**src/rtl/serial_subtractor_if.sv**
```systemverilog
// Start/done handshake and result bus for the bit-serial subtractor.
// The master drives the request and operands; the slave returns status and result.
interface serial_subtractor_if #(
   parameter int unsigned N = 16
) ();
   logic         start;
   logic [N-1:0] a;
   logic [N-1:0] b;
   logic         busy;
   logic         done;
   logic [N-1:0] diff;
   logic         borrow;
   logic         overflow;

   modport master (
      output start, a, b,
      input  busy, done, diff, borrow, overflow
   );

   modport slave (
      input  start, a, b,
      output busy, done, diff, borrow, overflow
   );
endinterface

```
**src/rtl/serial_subtractor.sv**
```systemverilog
// Bit-serial two's-complement subtractor: diff = a - b, one bit per clock, LSB first.
// A single full-adder slice adds ~b with a carry flop seeded to 1.
module serial_subtractor #(
   parameter int unsigned N = 16
) (
   input logic               clk,
   input logic               rst,
   serial_subtractor_if.slave bus
);
   localparam int unsigned CntW = $clog2(N);
   localparam logic [CntW-1:0] LastCnt = CntW'(N - 1);

   typedef enum logic [1:0] {StIdle, StShift, StDone} state_e;

   state_e          state_q;
   logic [N-1:0]    ar_q, br_q, res_q, diff_q;
   logic [CntW-1:0] count_q;
   logic            carry_q, a_msb_q, b_msb_q;
   logic            busy_q, done_q, borrow_q, overflow_q;

   logic         nb, s, cout;
   logic [N-1:0] res_next;

   always_comb begin
      nb       = ~br_q[0];
      s        = ar_q[0] ^ nb ^ carry_q;
      cout     = (ar_q[0] & nb) | (ar_q[0] & carry_q) | (nb & carry_q);
      res_next = {s, res_q[N-1:1]};
   end

   always_ff @(posedge clk) begin
      if (rst) begin
         state_q    <= StIdle;
         ar_q       <= '0;
         br_q       <= '0;
         res_q      <= '0;
         diff_q     <= '0;
         count_q    <= '0;
         carry_q    <= 1'b0;
         a_msb_q    <= 1'b0;
         b_msb_q    <= 1'b0;
         busy_q     <= 1'b0;
         done_q     <= 1'b0;
         borrow_q   <= 1'b0;
         overflow_q <= 1'b0;
      end else begin
         done_q <= 1'b0;
         unique case (state_q)
            StIdle, StDone: begin
               if (bus.start) begin
                  ar_q    <= bus.a;
                  br_q    <= bus.b;
                  a_msb_q <= bus.a[N-1];
                  b_msb_q <= bus.b[N-1];
                  carry_q <= 1'b1;
                  count_q <= '0;
                  busy_q  <= 1'b1;
                  state_q <= StShift;
               end else begin
                  state_q <= StIdle;
               end
            end
            StShift: begin
               carry_q <= cout;
               res_q   <= res_next;
               ar_q    <= {1'b0, ar_q[N-1:1]};
               br_q    <= {1'b0, br_q[N-1:1]};
               count_q <= count_q + 1'b1;
               if (count_q == LastCnt) begin
                  // Result and flags are published only on the edge entering DONE.
                  diff_q     <= res_next;
                  borrow_q   <= ~cout;
                  overflow_q <= (a_msb_q != b_msb_q) && (s != a_msb_q);
                  busy_q     <= 1'b0;
                  done_q     <= 1'b1;
                  state_q    <= StDone;
               end
            end
            default: state_q <= StIdle;
         endcase
      end
   end

   assign bus.busy     = busy_q;
   assign bus.done     = done_q;
   assign bus.diff     = diff_q;
   assign bus.borrow   = borrow_q;
   assign bus.overflow = overflow_q;
endmodule

```
**src/flat_wrapper.sv**
```systemverilog
// flat-port wrapper written by rule: the top's interface ports become plain ports
module serial_subtractor_flat 
#(
   parameter int unsigned N = 16
)
  (clk, rst, bus_start, bus_a, bus_b, bus_busy, bus_done, bus_diff, bus_borrow, bus_overflow);
  serial_subtractor_if #(.N(N)) bus_i ();
  input logic clk;
  input logic rst;
  input wire logic [$bits(bus_i.start)-1:0] bus_start;
  input wire logic [$bits(bus_i.a)-1:0] bus_a;
  input wire logic [$bits(bus_i.b)-1:0] bus_b;
  output wire logic [$bits(bus_i.busy)-1:0] bus_busy;
  output wire logic [$bits(bus_i.done)-1:0] bus_done;
  output wire logic [$bits(bus_i.diff)-1:0] bus_diff;
  output wire logic [$bits(bus_i.borrow)-1:0] bus_borrow;
  output wire logic [$bits(bus_i.overflow)-1:0] bus_overflow;
  assign bus_i.start = bus_start;
  assign bus_i.a = bus_a;
  assign bus_i.b = bus_b;
  assign bus_busy = bus_i.busy;
  assign bus_done = bus_i.done;
  assign bus_diff = bus_i.diff;
  assign bus_borrow = bus_i.borrow;
  assign bus_overflow = bus_i.overflow;
  serial_subtractor #(.N(N)) u_core (.clk(clk), .rst(rst), .bus(bus_i));
endmodule
```
**config.mk**
```make
export PLATFORM = sky130hd
export DESIGN_NAME = serial_subtractor_flat
export DESIGN_NICKNAME = d
export VERILOG_FILES = /design/src/rtl/serial_subtractor_if.sv /design/src/rtl/serial_subtractor.sv /design/src/flat_wrapper.sv
export SDC_FILE = /design/constraint.sdc
export NUM_CORES = 1
export LEC_CHECK = 0
export ABC_AREA = 1
export ABC_CLOCK_PERIOD_IN_PS = 3700
export CORE_UTILIZATION = 39
export DETAILED_ROUTE_END_ITERATION = 12
export GPL_TIMING_DRIVEN = 0
export PLACE_DENSITY_LB_ADDON = 0.15
export REMOVE_ABC_BUFFERS = 1
export SYNTH_ARGS = -nofsm -noshare
export SYNTH_HDL_FRONTEND = slang
export SYNTH_SLANG_ARGS = --single-unit
```
**constraint.sdc**
```tcl
create_clock -name clk -period 3.7 [get_ports clk]
set_input_delay 0.37 -clock clk [delete_from_list [all_inputs] [get_ports clk]]
set_output_delay 0.37 -clock clk [all_outputs]
set_load 0.03 [all_outputs]
```
* Word level (Yosys, flattened, before mapping)
Index checks and enable logic that the tools add are counted.
** Storage, ports and cells
- Register bits after elaboration :: 77
- Word-level logic and storage cells :: 54
- Input bits :: 35
- Output and inout bits :: 20
** Operators by class
- Bitwise logic cells :: 10
- Reduce and logical (&&, ||, !) cells :: 9
- Add/subtract/negate cells :: 1
- Equal/unequal tests :: 7
- Mux-type cells :: 14
** Operators by type and width (count)
- $pmux W16 S2 :: 2
- $mux W16 :: 2
- $pmux W4 S2 :: 1
- $reduce_and A2 Y1 :: 3
- $add A4 B1 Y4 const B :: 1
- $eq A4 B4 Y1 const B :: 1
- $mux W1 :: 4
- $mux W4 :: 1
- $pmux W1 S2 :: 2
- $pmux W2 S2 :: 1
- $reduce_or A2 Y1 :: 2
- $and A1 B1 Y1 :: 3
- $not A1 Y1 :: 3
- $reduce_and A3 Y1 :: 1
- $eq A2 B1 Y1 const B :: 1
- $eq A2 B2 Y1 const B :: 1
- $logic_not A2 Y1 :: 1
- $mux W2 :: 1
- $ne A1 B1 Y1 :: 2
- $ne A2 B1 Y1 const B :: 1
- $ne A2 B2 Y1 const B :: 1
- $or A1 B1 Y1 :: 2
- $reduce_bool A2 Y1 :: 1
- $xor A1 B1 Y1 :: 2
- $logic_and A1 B1 Y1 :: 1

* Logic depth before layout (Yosys ltp)
Gate-level depths: netlist (run 1).
- Word-level depth :: 5
- Gate-level depth with buffers :: 8
- Mapped depth without buffers :: 7

* Worst setup path after synthesis (run 1)
OpenSTA, ideal clock, no wires.
- Path type :: register to register
- Start point :: reg u_core.br_q[0]
- End point :: reg u_core.overflow_q, in the netlist u_core.bus.overflow
- Period minus slack after synthesis :: 1.245 ns
- Arrival :: 1.132 ns
- Cell stages (with the launch flop) :: 8
- Setup slack :: 2.455 ns
- Cells stage by stage :: dfxtp_1 inv_1 fa_1 inv_1 nand2_1 nand2_1 nor2_1 nor2_1
** Between the ends
- Cells in the longest elaborated chain, start to end :: 5
** RTL lines
- from (decl) :: line serial_subtractor.sv:16 : logic [N-1:0] ar_q, br_q, res_q, diff_q;
- from (signal assigned) :: line serial_subtractor.sv:52 : br_q <= bus.b;
- from (signal assigned) :: line serial_subtractor.sv:67 : br_q <= {1'b0, br_q[N-1:1]};
- $not A1 Y1 :: line serial_subtractor.sv:25 : nb = ~br_q[0];
- $xor A1 B1 Y1 (2 in series) :: line serial_subtractor.sv:26 : s = ar_q[0] ^ nb ^ carry_q;
- net u_core.s :: line serial_subtractor.sv:21 : logic nb, s, cout;
- $ne A1 B1 Y1 :: line serial_subtractor.sv:73 : overflow_q <= (a_msb_q != b_msb_q) && (s != a_msb_q);
- $logic_and A1 B1 Y1 :: line serial_subtractor.sv:73
- to (signal assigned) :: line serial_subtractor.sv:73
- to (decl) :: line serial_subtractor.sv:19 : logic busy_q, done_q, borrow_q, overflow_q;
The timed path passes the listed nets, and every way through them passes these cells.
A chain may end at the register's enable or synchronous reset.

* Worst setup path after layout (run 1)
- Start point :: reg u_core.state_q[0]
- End point :: reg u_core.ar_q[7]
** Between the ends
- Cells in the longest elaborated chain, start to end :: 4
- Elaborated cells between the ends (all ways) :: 8
- Those cells by class :: eq/ne: 3; mux: 1; reduce/logical: 4
** RTL lines
- from (decl) :: line serial_subtractor.sv:15 : state_e state_q;
- from (signal assigned) :: line serial_subtractor.sv:33 : state_q <= StIdle;
- from (signal assigned) :: line serial_subtractor.sv:58 : state_q <= StShift;
- from (signal assigned) :: line serial_subtractor.sv:60 : state_q <= StIdle;
- $eq A2 B2 Y1 or $logic_not A2 Y1 (tied branches) :: line serial_subtractor.sv:48 : unique case (state_q)
- $reduce_or A2 Y1 :: line serial_subtractor.sv:48
- $ne A2 B2 Y1 (no source line) or $reduce_bool A2 Y1 (tied branches)
- $reduce_and A2 Y1 (no source line)
- to (signal assigned) :: line serial_subtractor.sv:51 : ar_q <= bus.a;
- to (signal assigned) :: line serial_subtractor.sv:66 : ar_q <= {1'b0, ar_q[N-1:1]};
- to (decl) :: line serial_subtractor.sv:16
Parallel ways exist; a longest one is shown, timed or not.

==> flow_summary.toml, run 1 <==
[sta]
relSlewSlack = 0.169
hold_viol = 0
slew_violations = 0
whs_ns = 0.465
rsz0062_at_grt = "false"
worst_slew_pin_slew_ns = 1.25
finalCritPeriodShare = 0.797
fin_crit_ns = 2.95
fmax_mhz = 339
setup_tns_ns = 0
setup_viol = 0
worst_clock_skew_ns = 0.00814

[setup_path]
startpoint = "u_core.state_q[0]"
cpMaxStageDelayCell = "dfxtp_1"
worstPathCellList = "inv_2, nand2_2, nand3_1, a21oi_1"
critical-path-top-delay-family = "flip-flops"
r2r_end = "u_core.ar_q[7]"
path_class = "reg -> reg"
start_kind = "register"
worstReg2RegStart = "u_core.state_q[0]"
cp.arrival_ns = 3.21
endpoint = "u_core.ar_q[7]"
cpPeakStageDelay_ns = 1.15
crit_path_end_kind = "register"
required_ns = 3.96
cp_max_fo = 40
critPathBufInv = 1
worstSetupPathDepth = 4
rr_worst_depth = 4
ff2ff_setup_slack_ns = 0.75

[drt]
ant_nets = 0
dr.pass1.iters = 4
dr_total_vias = 2847
routedWlPerCell_um = 11.8
drcViolationCount = 0
dr.first_iter.drc_count = 150
via_per_inst = 4.93
routed_wl_mm = 6.82

[power_and_ir_drop]
switching_power_w = 0.000461
p_clk_frac = 0.374
power.density_nw_per_um2 = 440
total_power_w = 0.00174
p_sw_frac = 0.265
p_seq_frac = 0.513
combPwrFrac = 0.113
peakVddDrop_uv = 163
leakage_nw = 1.57
p_int_w = 0.00128

[synth]
synth-edff-count = 0
synth.cell_area_um2 = 3270
synthTopCellsByCount = "nand3_1 (112), dfxtp_1 (76), a21oi_1 (54)"
synth_cell_types = 23
yosys_warnings = 0
yosys.area.top_type = "dfxtp_1"
synth_top_flop_cell = "dfxtp_1"
yosys.cell_count.top_type = "nand3_1"
synth-seq-area-share = 0.466
synth_async_sr_flop_share = 0
synthCells = 436
synth_area_leaders = "dfxtp_1 (47%), nand3_1 (17%), a21oi_1 (8.3%)"
synth-seq-cells = 76
synth_area_per_cell_um2 = 7.50
synth_top_area_share = 0.466

[clocking]
clk_pin_slew_worst_paths_ns = 0.08
cts-root-buf = "clkbuf_8"
htree_levels = 3
cts_resized = 0
cts_sinks = 76
cts_buffer_depth = 2
cts_buffers = 9
holdBufCountCts = 0
post-cts-setup-buffer-count = 0
cts_tree = "built"
clock_latency_ns = 0.34

[die]
rows = 33
core_um2 = 8180
die_y_um = 93.5
ioPinCount = 55
fp.dieW_um = 93.5
dieArea_um2 = 8750
initial_core_util = 0.400

[place]
dp_hpwl_mm = 3.95
portBuffers = 54
gp_routability_congestion = 0.690
place_inst = 561

[layout]
fill_cells = 857
final_nets = 504
antennaDiodeCount = 0
final_cells = 577
drive_gt1_frac = 0.0784
syn_to_final_growth_pct = 21.2

[global_route]
grt_pass1_vias = 2590
grt_pass1_wl_mm = 11.8
grt_start_max_net_pins = 71
antenna_found_initial = 0
track_usage = 0.170
grt.overflow.total = 0

[min_path]
hp-class = "reg -> reg"

[status]
status = "finished clean"

[run]
cap_violations = 0
-- cell usage in the layout, fill, tap and decap left out --
cell / count
nand2_1: 47
bufinv_16: 1
buf_2: 1
clkinv_4: 1
dfxtp_1: 76
nand2_4: 1
inv_1: 53
clkinvlp_4: 2
nor2_1: 11
nand2_2: 3
fa_1: 1
ha_1: 1
o21ai_2: 8
nand3_1: 112
nor2_2: 1
inv_2: 5
clkdlybuf4s50_1: 53
o21ai_0: 25
nor2_4: 1
a21oi_1: 54
o21ai_1: 1
clkbuf_8: 10
inv_6: 2
o21bai_1: 1
nand3_2: 1
-- flip-flops by register name, summed over array words and instances, names as in the netlist, 2 cells and up --
| name | flops |
|---|---|
| u_core.ar_q | 16 |
| u_core.state_q | 2 |
| u_core.br_q | 16 |
| u_core.count_q | 4 |
| u_core.res_q | 15 |
| u_core.bus.diff | 16 |
-- per-stage QoR --
step           setup slack (ns)   util  area, µm²
2_1_floorplan              1.34      -       3080
3_3_place_gp              0.263  0.459       3750
3_5_place_dp              0.258  0.459       3750
4_1_cts                   0.244  0.485       3960
5_1_grt                   0.445  0.485       3960
6_report                  0.750  0.485       3960
-- how the worst min path moves through the flow --
stage | end | cells past startpoint | slack [ns] | startpoint
final | u_core.res_q[1] | 2 | 0.46 | u_core.res_q[1]
after global routing | u_core.a_msb_q | 2 | 0.49 | u_core.a_msb_q
after CTS | u_core.res_q[1] | 2 | 0.46 | u_core.res_q[1]
after detailed placement | u_core.res_q[1] | 2 | 0.45 | u_core.res_q[1]
after global placement | u_core.res_q[1] | 2 | 0.44 | u_core.res_q[1]
after floorplan | u_core.res_q[1] | 2 | 0.43 | u_core.res_q[1]
-- kinds of logic (layout without fill, tap and decap cells) --
family | count (synthesis) | after routing | synth area share
flip-flops | 76 | 76 | 0.466
AND/OR/NAND/NOR | 177 | 177 | 0.255
adder cells (fa/ha/maj) | 2 | 2 | 0.00995
buffers and inverters | 92 | 128 | 0.123
AO/OA/AOI/OAI | 89 | 89 | 0.146
-- worst reg2reg max path, stage by stage, from the launching register on --
cell and delay [ns]:
dfxtp_1 1.15, inv_2 0.56, nand2_2 0.79, nand3_1 0.20, a21oi_1 0.19
-- power groups by stage --
| stage | sequential (W) | clock [W] | combinational, W |
|---|---|---|---|
| 4_1_cts | 0.000894 | 0.000673 | 0.000201 |
| 3_3_place_gp | 0.000911 | 0 | 0.000198 |
| 5_1_grt | 0.000901 | 0.000715 | 0.000224 |
| 2_1_floorplan | 0.000906 | 0 | 0.000119 |
| 6_report | 0.000893 | 0.000651 | 0.000197 |
| 3_5_place_dp | 0.000912 | 0 | 0.000200 |
-- area by class of cell --
type                            count  area (µm²)  area share
Clock buffer                       10         138      0.0347
Clock inverter                      6        71.3      0.0180
Inverter                           58         218      0.0550
Multi-Input combinational cell    268        1350       0.340
Sequential cell                    76        1520       0.384
Tap cell                          105         131      0.0332
Timing Repair Buffer               54         536       0.135
-- layer usage --
layer / part of all wire / up-vias / track usage
met2: 0.49 / 67 / 0.290
met1: 0.46 / 1281 / 0.205
met3: 0.045 / 2 / 0.0585
met4: 0.0047 / 0 / 0.0385
li1: - / 1497 / -
met5: 0 / - / 0
(Power assumes the default switching activity.)
==> inputs of run 2 (changes only) <==
ABC_CLOCK_PERIOD_IN_PS = 2600   (was 3700)
clock period = 2.6 ns   (was 3.7 ns; I/O delays follow)
==> flow_summary.toml, run 2 (synthesis results as in run 1) <==
[clocking]
holdBufCountCts = 0
clock_latency_ns = 0.35
htree_levels = 3
cts_buffers = 9
cts_buffer_depth = 2
cts_sinks = 76
cts-root-buf = "clkbuf_8"
cts_tree = "built"
post-cts-setup-buffer-count = 0
clk_pin_slew_worst_paths_ns = 0.08

[setup_path]
cp.arrival_ns = 2.54
cpPeakStageDelay_ns = 0.77
crit_path_end_kind = "register"
cpMaxStageDelayCell = "dfxtp_2"
worstPathCellList = "nand2_4, nor2_4, nand2_2, o21ai_0"
worstReg2RegStart = "u_core.state_q[0]"
path_class = "reg -> reg"
cp_max_fo = 70
required_ns = 2.86
start_kind = "register"
critical-path-top-delay-family = "simple AND/OR/NAND/NOR gates"
critPathBufInv = 0
startpoint = "u_core.state_q[0]"

[layout]
syn_to_final_growth_pct = 21.5
final_cell_mix = "nand3_1 (112), dfxtp_1 (75), a21oi_1 (54), inv_1 (53), clkdlybuf4s50_1 (52)"
final_common_cell = "nand3_1"
final_nets = 504
finalInstanceArea_um2 = 3970
drive_gt1_frac = 0.0805
antennaDiodeCount = 0
seqCellArea_um2 = 1520
multi_input_area_um2 = 1350
fill_cells = 855

[power_and_ir_drop]
peakVddDrop_uv = 233
leakage_nw = 1.58
power.density_nw_per_um2 = 627

[drt]
ant_nets = 0
dr.pass1.iters = 4
dr.first_iter.drc_count = 147
dr_total_vias = 2859
drcViolationCount = 0
routedWlPerCell_um = 11.9
routed_wl_mm = 6.87
via_per_inst = 4.95

[sta]
fin_crit_ns = 2.27
whs_ns = 0.463
setup_viol = 0
timing.final.ws_setup_ns = 0.328
worst_clock_skew_ns = 0.00881
slew_violations = 0
finalCritPeriodShare = 0.874
relSlewSlack = 0.221
hold_viol = 0
setup_tns_ns = 0
fmax_mhz = 440
rsz0062_at_grt = "false"
worst_slew_pin_slew_ns = 1.17

[place]
dp_hpwl_mm = 3.95
gp_routability_congestion = 0.690
placed_cell_area_um2 = 3750
portBuffers = 54
dp_slack_ns = -0.832

[run]
cap_violations = 0

[die]
rows = 33
fp.dieW_um = 93.5
ioPinCount = 55
core_um2 = 8180
dieArea_um2 = 8750
die_y_um = 93.5
initial_core_util = 0.400

[global_route]
grt_pass1_wl_mm = 11.8
grt_pass1_vias = 2590
grt_start_max_net_pins = 71
antenna_found_initial = 0
grt.overflow.total = 0
track_usage = 0.170

[min_path]
min_from = "u_core.res_q[1]"
hp-class = "reg -> reg"

[status]
status = "finished clean"
## run 2: cell count changes in the layout (fill, tap and decap cells not counted), sizes merged
cell	previous run	this run
dlymetal6s2s	0	1
clkdlybuf4s50	53	52
## run 2: layer usage
layer  up-vias  GRT usage  part of all wire
met2        59      0.290              0.48
li1       1496          -                 -
met1      1300      0.205              0.47
met5         -          0                 0
met4         0     0.0385            0.0061
met3         4     0.0585             0.042
## run 2: what timing repair did
item / CTS / global route
gates resized for setup: 3 / 2
endpoints found under the hold margin: 0 / 0
endpoints found under the setup margin: 60 / 36
cloned: 0 / 0
## run 2: through the flow
stage                     power [W]   util  cells
after floorplan             0.00146      -    402
after global placement      0.00158  0.459    561
after detailed placement    0.00158  0.459    561
after CTS                   0.00251  0.485    577
after global routing        0.00262  0.486    577
final                       0.00249  0.486    577
## run 2: layout make-up
class,count,share of cell area
Clock buffer,10,0.0347
Clock inverter,6,0.0180
Inverter,58,0.0548
Multi-Input combinational cell,268,0.340
Sequential cell,76,0.384
Tap cell,105,0.0331
Timing Repair Buffer,54,0.136
## run 2: power by group
part	switching [W]	total, W	internal [W]	leakage [nW]
combinational	0.000164	0.000282	0.000118	0.863
clock	0.000455	0.000933	0.000478	0.0995
sequential	0.0000448	0.00127	0.00123	0.622
## run 2: worst min-delay path: cells and delay by family, from the launching register on
kind | cells | cell delay, ns
flip-flops | 1 | 0.31
buffers and inverters | 1 | 0.06
AO/OA/AOI/OAI | 1 | 0.06
## run 2: path summary, 6_finish.rpt
kind | cells past startpoint | endpoint | slack, ns
setup / recovery | 4 | u_core.bus.diff[2] | 0.33
hold / removal | 2 | u_core.res_q[1] | 0.46
setup reg to reg | 4 | u_core.bus.diff[2] | 0.33
hold reg to reg | 2 | u_core.res_q[1] | 0.46
